### config.mk
export PLATFORM = sky130hd
export DESIGN_NAME = serial_subtractor
export DESIGN_NICKNAME = d
export VERILOG_FILES = /design/src/rtl/serial_subtractor_pkg.sv /design/src/rtl/serial_subtractor_chunk.sv /design/src/rtl/serial_subtractor.sv
export SDC_FILE = /design/constraint.sdc
export NUM_CORES = 1
export LEC_CHECK = 0
export CAP_MARGIN = 20
export CORE_UTILIZATION = 50
export CTS_CLUSTER_SIZE = 30
export DETAILED_ROUTE_END_ITERATION = 10
export GPL_ROUTABILITY_DRIVEN = 0
export MAX_ROUTING_LAYER = met4
export PLACE_DENSITY = 0.79
export SLEW_MARGIN = 10
export SYNTH_ARGS = -nofsm -noshare
export SYNTH_HDL_FRONTEND = slang
export SYNTH_HIERARCHICAL = 1
export SYNTH_SLANG_ARGS = --single-unit
### constraint.sdc
create_clock -name clk -period 3.2 [get_ports clk]
set_input_delay 0.32 -clock clk [delete_from_list [all_inputs] [get_ports clk]]
set_output_delay 0.32 -clock clk [all_outputs]
set_load 0.05 [all_outputs]
### src/rtl/serial_subtractor_pkg.sv
// Shared FSM encoding and sizing helper for the chunked serial subtractor.
package serial_subtractor_pkg;

   typedef enum logic [1:0] {
      IDLE = 2'd0,
      BUSY = 2'd1,
      DONE = 2'd2
   } state_t;

   function automatic int cnt_width(input int nchunk);
      return (nchunk <= 1) ? 1 : $clog2(nchunk);
   endfunction

endpackage

### src/rtl/serial_subtractor_chunk.sv
// Combinational CHUNK-bit a + ~b + cin ripple of full adders.
module serial_subtractor_chunk #(
   parameter int CHUNK = 4
) (
   input  logic [CHUNK-1:0] a,
   input  logic [CHUNK-1:0] b,
   input  logic             cin,
   output logic [CHUNK-1:0] s,
   output logic             cout
);

   logic [CHUNK:0] c;

   assign c[0] = cin;

   for (genvar i = 0; i < CHUNK; i++) begin : g_fa
      logic bn;
      assign bn       = ~b[i];
      assign s[i]     = a[i] ^ bn ^ c[i];
      assign c[i + 1] = (a[i] & bn) | (a[i] & c[i]) | (bn & c[i]);
   end

   assign cout = c[CHUNK];

endmodule

### src/rtl/serial_subtractor.sv
// Multi-cycle subtractor: diff = a - b, CHUNK bits per clock, valid/ready on both sides.
module serial_subtractor
   import serial_subtractor_pkg::*;
#(
   parameter int N     = 32,
   parameter int CHUNK = 4
) (
   input  logic         clk,
   input  logic         rst,
   input  logic [N-1:0] a,
   input  logic [N-1:0] b,
   input  logic         in_valid,
   output logic         in_ready,
   output logic [N-1:0] diff,
   output logic         borrow,
   output logic         overflow,
   output logic         out_valid,
   input  logic         out_ready
);

   localparam int NCHUNK = N / CHUNK;
   localparam int CNT_W  = cnt_width(NCHUNK);
   localparam logic [CNT_W-1:0] LAST = CNT_W'(NCHUNK - 1);

   if ((CHUNK < 1) || (CHUNK > N) || (N % CHUNK != 0)) begin : g_bad_chunk
      $error("serial_subtractor: CHUNK must divide N and lie in 1..N");
   end

   state_t           state;
   logic [CNT_W-1:0] cnt;
   logic             carry;
   logic [N-1:0]     a_sr;
   logic [N-1:0]     b_sr;
   logic             a_msb;
   logic             b_msb;
   logic [CHUNK-1:0] s;
   logic             c_out;
   logic [N-1:0]     diff_shift;

   serial_subtractor_chunk #(.CHUNK(CHUNK)) u_chunk (
      .a    (a_sr[CHUNK-1:0]),
      .b    (b_sr[CHUNK-1:0]),
      .cin  (carry),
      .s    (s),
      .cout (c_out)
   );

   // New chunk enters at the top so the LSB chunk ends up at the bottom after NCHUNK shifts.
   assign diff_shift = (diff >> CHUNK) | (N'(s) << (N - CHUNK));
   assign in_ready   = (state == IDLE) && !rst;

   always_ff @(posedge clk) begin
      if (rst) begin
         state     <= IDLE;
         cnt       <= '0;
         carry     <= 1'b1;
         diff      <= '0;
         borrow    <= 1'b0;
         overflow  <= 1'b0;
         out_valid <= 1'b0;
         a_sr      <= '0;
         b_sr      <= '0;
         a_msb     <= 1'b0;
         b_msb     <= 1'b0;
      end else begin
         case (state)
            IDLE: begin
               if (in_valid) begin
                  a_sr  <= a;
                  b_sr  <= b;
                  a_msb <= a[N-1];
                  b_msb <= b[N-1];
                  carry <= 1'b1;
                  cnt   <= '0;
                  state <= BUSY;
               end
            end
            BUSY: begin
               a_sr  <= a_sr >> CHUNK;
               b_sr  <= b_sr >> CHUNK;
               diff  <= diff_shift;
               carry <= c_out;
               cnt   <= cnt + 1'b1;
               if (cnt == LAST) begin
                  state     <= DONE;
                  out_valid <= 1'b1;
                  borrow    <= ~c_out;
                  // Sign bits were captured at accept because the shift registers are drained by now.
                  overflow  <= (a_msb != b_msb) && (s[CHUNK-1] != a_msb);
               end
            end
            DONE: begin
               if (out_ready) begin
                  out_valid <= 1'b0;
                  state     <= IDLE;
               end
            end
            default: state <= IDLE;
         endcase
      end
   end

endmodule

==> out/metrics.yaml <==
die_h_microns: 98.2
cap_violations: 0
crit_path_max_fanout: 3
crit_start: "b_sr[0]"
syn_nets: 560
syn-instance-count: 485
hold_viol: 0
ys_seq_area_share_pct: 46.3
grt.overflow.total: 0
grt_antenna_before_repair: 0
slew_violations: 0
drt-vias-per-instance: 5.32
grt_pass1_vias: 3501
finalNetCount: 639
clock-sinks: 107
rsz0062_at_grt: "false"
hpwl_mm: 6.70
insertion_delay_ns: 0.37
clock-root-buffer: "clkbuf_8"
synth.avg_cell_area_sq_um: 9.54
outcome: "finished, violations left"
route.detailed.drc: 5
grt_util_met2_pct: 35.6
cts_htree_levels: 3
n_fill_cell: 760
ant_nets: 0
mostFrequentLayoutCells: "106 x dfxtp_1, 102 x clkdlybuf4s50_1, 74 x nand2_1"
synth-edff-count: 0
min_path_type: "primary input to flip-flop"
num_antenna_cells: 0
cp_data_required_time_ns: 3.48
top_usage_layer: "met2"
syn_area_sq_um: 4630
wl_mm: 9.59
violations: "design-rule violations"
fmax_mhz: 399
tightest_slew_ns: 0.966
fin_skew_ns: 0.0101
grt_max_degree: 84
grt_pass1_wl_mm: 16.0
avgRoutedWirePerCell_microns: 14.2
first_pass_iters: 9
die_w_microns: 98.2
ir_drop_mv: 0.261
layout-drive-gt1-share_pct: 10.4
die-area_sq_um: 9640
port-buffer-count: 103
num_vias: 3600
end_kind: "flip-flop"
final_design_area_no_fill_sq_um: 5800
synth_seq_cells: 107
slew_headroom_pct: 35.6
coreArea_sq_um: 8850
fin_setup_tns_ns: 0
cts_buffers: 9
r2r_start: "b_sr[0]"
drtIter0Drc: 110
hold_start: "rst"
track_usage_pct: 21.3
std_cell_rows: 34
yosys_warnings: 6
path_clk_slew_ns: 0.11
p_leak_nw: 2.15
startpoint_type: "flip-flop"
layout_commonest_cell: "dfxtp_1"
use_met1_pct: 25.6
ctsResizeCount: 0
postCtsHoldBufs: 0
synth.distinct_cells: 29
path_class: "flip-flop to flip-flop"
cts_tree: "built"
crit_arrival_ns: 2.79
powerDensity_nw_per_um2: 472
async_flop_share_pct: 0
finalCriticalPeriod_ns: 2.51
start_util_pct: 52.3
ioPinCount: 104
cts_setup_buffers: 0
setup_violations: 0
ys.flop_type: "dfxtp_1"
area_growth_syn_to_layout_pct: 25.3
dpl_cell_area_sq_um: 5600
clk_path_buf_depth: 2
period_share_pct: 78.4
gr-usage-met3_pct: 4.22
[synth_stat cells (2+ instances only)]
library cell / count / share of area [%]
a211oi_1: 26 / 4.2
a211oi_2: 30 / 8.1
a21oi_1: 43 / 4.7
a22oi_1: 6 / 0.97
a311oi_1: 2 / 0.38
buf_2: 11 / 1.2
buf_4: 10 / 1.6
buf_6: 6 / 1.5
clkbuf_1: 12 / 0.97
dfxtp_1: 107 / 46
fa_1: 4 / 1.7
ha_1: 3 / 0.81
inv_1: 9 / 0.73
mux2i_1: 58 / 13
nand2_1: 74 / 6.0
nand3_1: 2 / 0.22
nor2_1: 65 / 5.3
nor2b_1: 3 / 0.41
nor3_1: 3 / 0.32
nor3b_1: 2 / 0.32
[routing by layer]
metal  vias to the layer above  part of all wire, %
met5                         -                    0
met4                         0                  1.9
met3                        12                  3.6
met2                        80                   49
met1                      1668                   45
li1                       1840                    -
[layout make-up]
type                    instances  area, sq um  share of cell area [%]
clock buffers                   9          124                    2.14
clock inverters                 7         76.3                    1.32
inverters                       9         33.8                   0.583
multi-input cells             328         2200                    37.9
flip-flops and latches        107         2150                    37.0
well taps                     108          135                    2.33
repair buffers                109         1090                    18.7
[critical path, cell delays in order, from the launching register on]
cell and delay, ns:
dfxtp_1 0.32, inv_1 0.07, fa_1 0.16, inv_1 0.05, fa_1 0.40, fa_1 0.37
inv_1 0.07, fa_1 0.44, nor3b_1 0.20, a21oi_1 0.06, a311oi_1 0.27
[final timing paths]
path                            slack (ns)  endpoint  cells past startpoint
worst min-delay path                  0.33  state[1]                      2
worst max register to register        0.69  overflow                     10
worst min register to register        0.46   diff[1]                      2
worst max-delay path                  0.69  overflow                     10
[cells by family after synthesis]
group,count (synthesis),share of synthesized area [%]
mux,58,12.6
buf+inv,50,6.25
flops,107,46.3
fa+ha+maj,7,2.54
simple gates,152,13.1
compound gates,111,19.2
[through the flow]
step                      std cells  util (%)  setup WS (ns)  power, mW  hold WS, ns
after detailed placement        661      63.3          0.738       1.96        0.450
after floorplan                 485         -          0.891       1.81        0.436
after CTS                       677      65.5          0.699       2.76        0.320
final                           677      65.5          0.691       2.73        0.332
after global routing            677      65.5          0.522       2.87        0.335
after global placement          661      63.3          0.821       1.94        0.441
[state kept, by name, summed over array words and instances (netlist names)]
register   cells
a_msb          1
a_sr          32
state          2
cnt            3
overflow       1
b_sr          32
diff          32
b_msb          1
carry          1
borrow         1
out_valid      1
[power breakdown]
part           internal (mW)  switching, mW  total [mW]
logic                  0.220          0.241       0.461
registers               1.41         0.0544        1.47
clock network          0.311          0.496       0.807
Note: power is estimated with default switching activity, not from simulation.
==> RTL change: new RTL, same flow settings <==
`CHUNK` is set to 4 in 2 places; all go to 2.
--- a/src/rtl/serial_subtractor_chunk.sv
+++ b/src/rtl/serial_subtractor_chunk.sv
@@ -2,3 +2,3 @@
 module serial_subtractor_chunk #(
-   parameter int CHUNK = 4
+   parameter int CHUNK = 2
 ) (
--- a/src/rtl/serial_subtractor.sv
+++ b/src/rtl/serial_subtractor.sv
@@ -5,3 +5,3 @@
    parameter int N     = 32,
-   parameter int CHUNK = 4
+   parameter int CHUNK = 2
 ) (
Behaviour: not the same (a bounded check fails within 4 cycles, from zero or initial values and one cycle with rst high).
==> RTL change against the original RTL <==
- worst setup slack improved by 0.22 ns
- final area decreased by 2.0%
- sequential power about the same
- critical path depth decreased by 8
- total power decreased by 3.0%
- sequential cell count increased by 1
- routed wire length increased by 2.9%
- non-clock buffer count decreased by 1
- cell count increased by 9.3%
- area after synthesis decreased by 1.4%
- critical path type is now reg -> out
- critical endpoint is now in_ready
==> RTL change: results (changes against the original RTL) <==
- Status: completed
- Starting DRC count in detailed routing: 190 (+73%)
- Sequential cell count: 108 (+0.93%)
- Vias in the first global route: 3693 (+5.5%)
- Worst hold slack: 0.4633 ns (+0.1309 ns)
- HP Start: diff[1]$_SDFFE_PP0P_
- Hold EP: diff[1]$_SDFFE_PP0P_
- WL final: 9871 um (+2.9%)
- Fin nets: 698 (+9.2%)
- Cells after synthesis: 558 (+15%)
- Pin count of the biggest net entering global routing: 96 (+14%)
- Maximum VDD drop: 0.0002148 V (-18%)
- Number of diodes: 0 (unchanged)
- GR Util met2: 35.45% (-0.20 points)
- Area contributors post-synth: dfxtp_1 47%, nand2_1 11%, a21oi_1 10%
- Cell leakage power: 2.082 nW (-3.2%)
- CP endpoint: in_ready
- Num CTS Buffers: 9 (unchanged)
- M1 WL: 4554 um (+4.8%)
- Crit Path Max Fanout: 10 (+7)
- Layout cells sized above 1: 7.278% (-3.1 points)
- CP arrival: 1.96 ns (-0.83 ns)
- Non-clk buf share: 18.98% (+0.25 points)
- Pre-CTS WS: 1.042 ns (+0.3044 ns)
- Routing usage on met3: 2.590% (-1.6 points)
- Gr usage total: 21.52% (+0.27 points)
- Met1 usage: 27.29% (+1.6 points)
- Layout Skew: 0.008977 ns (-0.001108 ns)
- Crit-path slowest cell: clkdlybuf4s50_1
- Non-CTS inverters: 4 (-5)
- WL/cell: 13.34 um (-5.8%)
- First drt pass iteration count: 5 (-4)
- R2R depth: 4 (-6)
- Mux cell area share after synthesis: 0.4391% (-12 points)
- Routed wl met3: 502 um (+44%)
- Hold WC Path Type: reg -> reg
- Area of the multi-input gates: 2105 um^2 (-4.2%)
- Worst setup path start: state[0]$_SDFFE_PP0P_
- Period minus WS final: 2.285 ns (-0.2238 ns)
- Placed Area: 5495 um^2 (-1.8%)
- Post-detailed-placement half-perimeter wirelength: 6527 um (-2.6%)
- Met2 wire len: 4710 um (about the same)
- Global-route wire length before repair: 16660 um (+3.8%)
- Sequential portion of the cell area: 38.04% (+1.0 points)
- Synth Area in XOR/XNOR: 0% (unchanged)
- Largest stage delay on the critical path: 0.86 ns (+0.42 ns)
- Placed Cells: 724 (+9.5%)
- Syn_nets: 629 (+12%)
- Vias per cell: 5.381 (+1.2%)
- Adder-cell share of the synthesized area: 1.153% (-1.4 points)
- Synth Area in Compound Gates: 25.52% (+6.3 points)
- Clk_buf instances: 10 (+1)
- Top cells by count, synth: 130 x nand2_1, 108 x dfxtp_1, 91 x a21oi_1
- Critical R2R Capture: diff[12]$_SDFFE_PP0P_
- CP delay by family, top: buffers and inverters
- Clock network area share: 3.303% (-0.15 points)
- Full die area: 9504 um^2 (-1.4%)
- Non-CTS buffers: 108 (-0.92%)
- Register area share after synthesis: 47.42% (+1.1 points)
-- RTL change: cell count changes in the layout (fill, tap and decap cells not counted), moves of 10 or more --
cell / before / now
a211oi_1: 26 / 50
a211oi_2: 30 / 10
a21oi_1: 43 / 91
a21oi_2: 0 / 10
mux2i_1: 58 / 2
nand2_1: 74 / 130
-- RTL change: worst register-to-register path: cells and delay by family, from the launching register on --
kind	cells	cell delay, ns
DFF	1	0.64
and+or+nand+nor	2	0.90
AOI/OAI and AO/OA	1	0.13
buffers and inverters	1	0.44
-- RTL change: logic make-up (layout without fill, tap and decap cells) --
kind of cell | after synthesis | after routing
compound gates | 176 | 176
mux | 2 | 2
fa+ha+maj | 3 | 3
flops | 108 | 108
simple gates | 215 | 215
buf+inv | 54 | 128
-- RTL change: power breakdown --
part           leakage, nW  internal [mW]  switching [mW]
Sequential           0.887           1.42          0.0488
Combinational         1.10          0.182           0.219
Clock               0.0942          0.300           0.481
Total                 2.08           1.90           0.749
